`src/rtl/bcd_adder_if.sv`:
```
// bcd_adder_if: operand/result bundle for the registered BCD adder.
// Ports: in_valid,a,b,cin (requester->adder); sum,cout,out_valid,err (adder->requester).
interface bcd_adder_if #(
    parameter int DIGITS = 1
);
    logic                  in_valid;
    logic [4*DIGITS-1:0]   a;
    logic [4*DIGITS-1:0]   b;
    logic                  cin;
    logic [4*DIGITS-1:0]   sum;
    logic                  cout;
    logic                  out_valid;
    logic                  err;

    modport master (
        output in_valid, a, b, cin,
        input  sum, cout, out_valid, err
    );

    modport slave (
        input  in_valid, a, b, cin,
        output sum, cout, out_valid, err
    );
endinterface

```
`src/rtl/bcd_adder.sv`:
```
// bcd_adder: registered multi-digit 8421 BCD adder, one op per cycle.
// Ports: clk, rst_n (sync, active-low), bus (slave: in_valid/a/b/cin -> sum/cout/out_valid/err).
module bcd_adder #(
    parameter int DIGITS = 1
) (
    input  logic        clk,
    input  logic        rst_n,
    bcd_adder_if.slave  bus
);
    localparam int W = 4 * DIGITS;

    logic [W-1:0] sum_n;
    logic         cout_n;
    logic         err_n;
    logic [4:0]   s;
    logic         c;

    logic [W-1:0] sum_q;
    logic         cout_q;
    logic         err_q;
    logic         vld_q;

    // Digit-serial ripple. Out-of-range digits go through the same
    // correction; the +6 wraps mod 16 by truncation to 4 bits.
    always_comb begin
        sum_n = '0;
        err_n = 1'b0;
        s     = '0;
        c     = bus.cin;
        for (int i = 0; i < DIGITS; i++) begin
            s = {1'b0, bus.a[4*i +: 4]}
              + {1'b0, bus.b[4*i +: 4]}
              + {4'b0, c};
            if (s > 5'd9) begin
                sum_n[4*i +: 4] = s[3:0] + 4'd6;
                c = 1'b1;
            end else begin
                sum_n[4*i +: 4] = s[3:0];
                c = 1'b0;
            end
            err_n = err_n
                  | (bus.a[4*i +: 4] > 4'd9)
                  | (bus.b[4*i +: 4] > 4'd9);
        end
        cout_n = c;
    end

    always_ff @(posedge clk) begin
        if (!rst_n) begin
            sum_q  <= '0;
            cout_q <= 1'b0;
            err_q  <= 1'b0;
            vld_q  <= 1'b0;
        end else if (bus.in_valid) begin
            sum_q  <= sum_n;
            cout_q <= cout_n;
            err_q  <= err_n;
            vld_q  <= 1'b1;
        end else begin
            vld_q  <= 1'b0;
        end
    end

    assign bus.sum       = sum_q;
    assign bus.cout      = cout_q;
    assign bus.err       = err_q;
    assign bus.out_valid = vld_q;
endmodule

```
`src/flat_wrapper.sv`:
```
// flat-port wrapper written by rule: the top's interface ports become plain ports
module bcd_adder_flat 
#(
    parameter int DIGITS = 1
)
  (clk, rst_n, bus_in_valid, bus_a, bus_b, bus_cin, bus_sum, bus_cout, bus_out_valid, bus_err);
  bcd_adder_if #(.DIGITS(DIGITS)) bus_i ();
  input  logic clk;
  input  logic rst_n;
  input wire logic [$bits(bus_i.in_valid)-1:0] bus_in_valid;
  input wire logic [$bits(bus_i.a)-1:0] bus_a;
  input wire logic [$bits(bus_i.b)-1:0] bus_b;
  input wire logic [$bits(bus_i.cin)-1:0] bus_cin;
  output wire logic [$bits(bus_i.sum)-1:0] bus_sum;
  output wire logic [$bits(bus_i.cout)-1:0] bus_cout;
  output wire logic [$bits(bus_i.out_valid)-1:0] bus_out_valid;
  output wire logic [$bits(bus_i.err)-1:0] bus_err;
  assign bus_i.in_valid = bus_in_valid;
  assign bus_i.a = bus_a;
  assign bus_i.b = bus_b;
  assign bus_i.cin = bus_cin;
  assign bus_sum = bus_i.sum;
  assign bus_cout = bus_i.cout;
  assign bus_out_valid = bus_i.out_valid;
  assign bus_err = bus_i.err;
  bcd_adder #(.DIGITS(DIGITS)) u_core (.clk(clk), .rst_n(rst_n), .bus(bus_i));
endmodule
```
`config.mk`:
```
export PLATFORM = sky130hd
export DESIGN_NAME = bcd_adder_flat
export DESIGN_NICKNAME = d
export VERILOG_FILES = /design/src/rtl/bcd_adder_if.sv /design/src/rtl/bcd_adder.sv /design/src/flat_wrapper.sv
export SDC_FILE = /design/constraint.sdc
export NUM_CORES = 1
export LEC_CHECK = 0
export CAP_MARGIN = 25
export CORE_MARGIN = 2
export CORE_UTILIZATION = 30
export DETAILED_ROUTE_END_ITERATION = 10
export SLEW_MARGIN = 20
export SYNTH_ARGS = -nofsm -noshare
export SYNTH_HDL_FRONTEND = slang
export SYNTH_SLANG_ARGS = --single-unit
```
`constraint.sdc`:
```
create_clock -name clk -period 2.5 [get_ports clk]
set_input_delay 0.5 -clock clk [delete_from_list [all_inputs] [get_ports clk]]
set_output_delay 0.5 -clock clk [all_outputs]
set_load 0.01 [all_outputs]
```
==> results.yml <==
detailed_routing:
  num_vias: 473
  drc_errors: 0
  totalWireLength_microns: 1060
  vias_per_cell: 5.20
  drt_pre_antenna_iters: 4
  drt-initial-drc-count: 7
  wl_per_cell_microns: 11.7
  ant_nets: 0
clock_network:
  path_clk_slew_ns: 0.05
  clock-root-buffer: "clkbuf_4"
  cts_buffer_depth: 2
  htree_levels: 1
  numCtsBuffers: 3
  cts_tree: "done"
  clock-sinks: 7
  holdBufCountCts: 0
  clock_latency_ns: 0.25
critical_path:
  critPathMaxFanout: 3
  path_buf_inv: 2
  cp-start-kind: "primary input"
  worst_ep_arrival_time_ns: 2.55
  timing.critical_path.mode_cell: "fa_2"
  worst_ep_required_time_ns: 2.64
  crit_slowest_cell: "fa_2"
  path_delay_family: "adder cells"
  path_class: "in2reg"
  end_kind: "flop"
  crit_chain: "dlygate4sd2_1 > fa_2 > fa_2 > inv_2 > and3_4 > o31a_1 > mux2_4"
  r2r_setup_slack_ns: 1.65
  max_stage_delay_ns: 0.56
logic_synthesis:
  synth.cell_area_sq_um: 462
  ys_ff_latch: 7
  ys_warn_count: 0
  ys.flop_type: "dfxtp_1"
  synth_top_area_cell: "dfxtp_1"
  syn_nets: 66
  synth_edf_count: 0
  synth.top_cell.area_share_pct: 30.4
  synth_seq_area_share_pct: 30.4
  synth.distinct_cells: 27
  synth_area_leaders: "dfxtp_1 (30%), ha_1 (11%), fa_1 (8.7%)"
  syn_area_per_cell_sq_um: 9.62
  synth_cells: 48
  yosys-top-cells-count: "dfxtp_1 (7), o21ai_0 (7), ha_1 (4)"
  async_flop_share_pct: 0
hold_path:
  holdCritPathClass: "reg2reg"
run_status:
  status: "complete, no violations"
placement:
  hpwl_microns: 840
  gp_congestion: 0.790
  place_area_sq_um: 704
  port_buffers: 18
finish:
  syn_to_final_growth_pct: 59.6
  fillers: 148
  ff_latch_area_sq_um: 140
  stdcell_area_sq_um: 737
  multi_input_area_sq_um: 322
  layout-drive-gt1-share_pct: 21.3
  diodes: 0
  nets: 94
  final_util_pct: 50.1
sta:
  clock_skew_ns: 0
  rsz0062_at_grt: "no"
  finalCriticalPeriod_ns: 2.40
  holdWs_ns: 0.527
  slew_viol_final: 0
  timing.final.crit_share_pct: 96.2
  tns_ns: 0
  fmax_ghz: 0.416
  relSlewSlack_pct: 75.2
  max_slew.worst_pin.slew_ns: 0.372
  hold_viol: 0
  final-setup-viol-count: 0
power:
  p_leak_uw: 0.000308
  powerDensity_mw_per_mm2: 562
  ir_drop_mv: 0.328
die:
  die_w_microns: 43.2
  initial_utilization_pct: 31.4
  dieHeight_microns: 43.2
  rows: 14
  core_sq_mm: 0.00147
  die-area_sq_mm: 0.00187
  io_pins: 19
run:
  cap_violations: 0
global_routing:
  grt.overflow.total: 0
  first_global_vias: 459
  grt_usage_pct: 13.7
  grt_start_max_net_pins: 12
  antenna_found_initial: 0
  grt_pass1_wl_microns: 1840
==> timing repair <==
item                       CTS  global route
setup endpoints to repair    2             0
setup buffers                1             0
gates resized for setup      5             0
==> where the power goes <==
part           total (uW)  internal, uW  switching (uW)
combinational         175           101            74.6
sequential            133           126            6.33
clock                 107          61.1            45.4
==> worst register-to-register path: stages, from the launching register on <==
cell      delay, ns
dfxtp_1        0.31
nand3b_1       0.09
o21ai_0        0.09
mux2_4         0.26
==> per-layer routing <==
| metal | GRT usage (%) | part of all wire (%) |
|---|---|---|
| met1 | 16.0 | 46 |
| met2 | 20.6 | 46 |
| met3 | 6.38 | 6.2 |
| met4 | 7.27 | 1.6 |
| met5 | 0 | 0 |
==> registers in the layout, summed over array words and instances, names as in the netlist <==
signal and cells:
u_core.bus.sum 4, u_core.bus.cout 1, u_core.bus.err 1, u_core.bus.out_valid 1
==> final timing paths <==
check	to	start	depth (start not counted)
max	u_core.bus.sum[2]	bus_a[0]	7
min	u_core.bus.sum[0]	u_core.bus.sum[0]	2
max reg2reg	u_core.bus.sum[2]	u_core.bus.sum[2]	3
min reg2reg	u_core.bus.sum[0]	u_core.bus.sum[0]	2
==> per-stage QoR <==
stage | setup slack, ns | instances | power (uW)
finish | 0.0951 | 91 | 414
global route | 0.0639 | 91 | 447
CTS | 0.118 | 91 | 420
detailed placement | -0.459 | 86 | 306
global placement | -0.450 | 86 | 305
floorplan | 0.0659 | 48 | 224
==> placed cells by master (no fill, tap or decap) <==
cell type | netlist | routed
clkdlybuf4s50_1 | 0 | 15
o21ai_0 | 7 | 7
dfxtp_1 | 7 | 7
buf_4 | 0 | 6
ha_1 | 4 | 3
clkbuf_4 | 0 | 3
dlygate4sd2_1 | 0 | 3
a21o_1 | 2 | 2
a21oi_1 | 3 | 2
nand2_1 | 2 | 2
fa_2 | 0 | 2
xnor2_1 | 1 | 1
a31oi_1 | 1 | 1
xor2_1 | 1 | 1
inv_2 | 0 | 1
and3_4 | 1 | 1
a21oi_2 | 0 | 1
o31a_1 | 1 | 1
a211oi_1 | 1 | 1
o21a_1 | 1 | 1
a221oi_1 | 1 | 1
nor2_1 | 1 | 1
inv_1 | 2 | 1
nand4b_1 | 1 | 1
nand4_1 | 1 | 1
o32ai_1 | 1 | 1
a41oi_1 | 1 | 1
nand3_1 | 1 | 1
mux2i_1 | 1 | 1
nor2b_1 | 1 | 1
nand3b_1 | 1 | 1
mux2_4 | 1 | 1
ha_2 | 0 | 1
clkbuf_1 | 1 | 1
==> area by class of cell <==
| cell class | count | share of cell area [%] |
|---|---|---|
| flip-flops and latches | 7 | 19.0 |
| repair buffers | 24 | 30.1 |
| inverters | 2 | 1.02 |
| multi-input cells | 38 | 43.6 |
| clock buffers | 4 | 3.57 |
| well taps | 16 | 2.72 |
==> cell families after synthesis <==
family / after synthesis / synth area share, %
AOI/OAI and AO/OA: 19 / 26.3
and+or+nand+nor: 9 / 12.2
adders and majority gates: 6 / 19.5
DFF: 7 / 30.4
xor gates and xnor gates: 2 / 3.79
buffers and inverters: 3 / 2.44
muxes: 2 / 5.42
No activity file was read; power rests on OpenSTA's default activity.
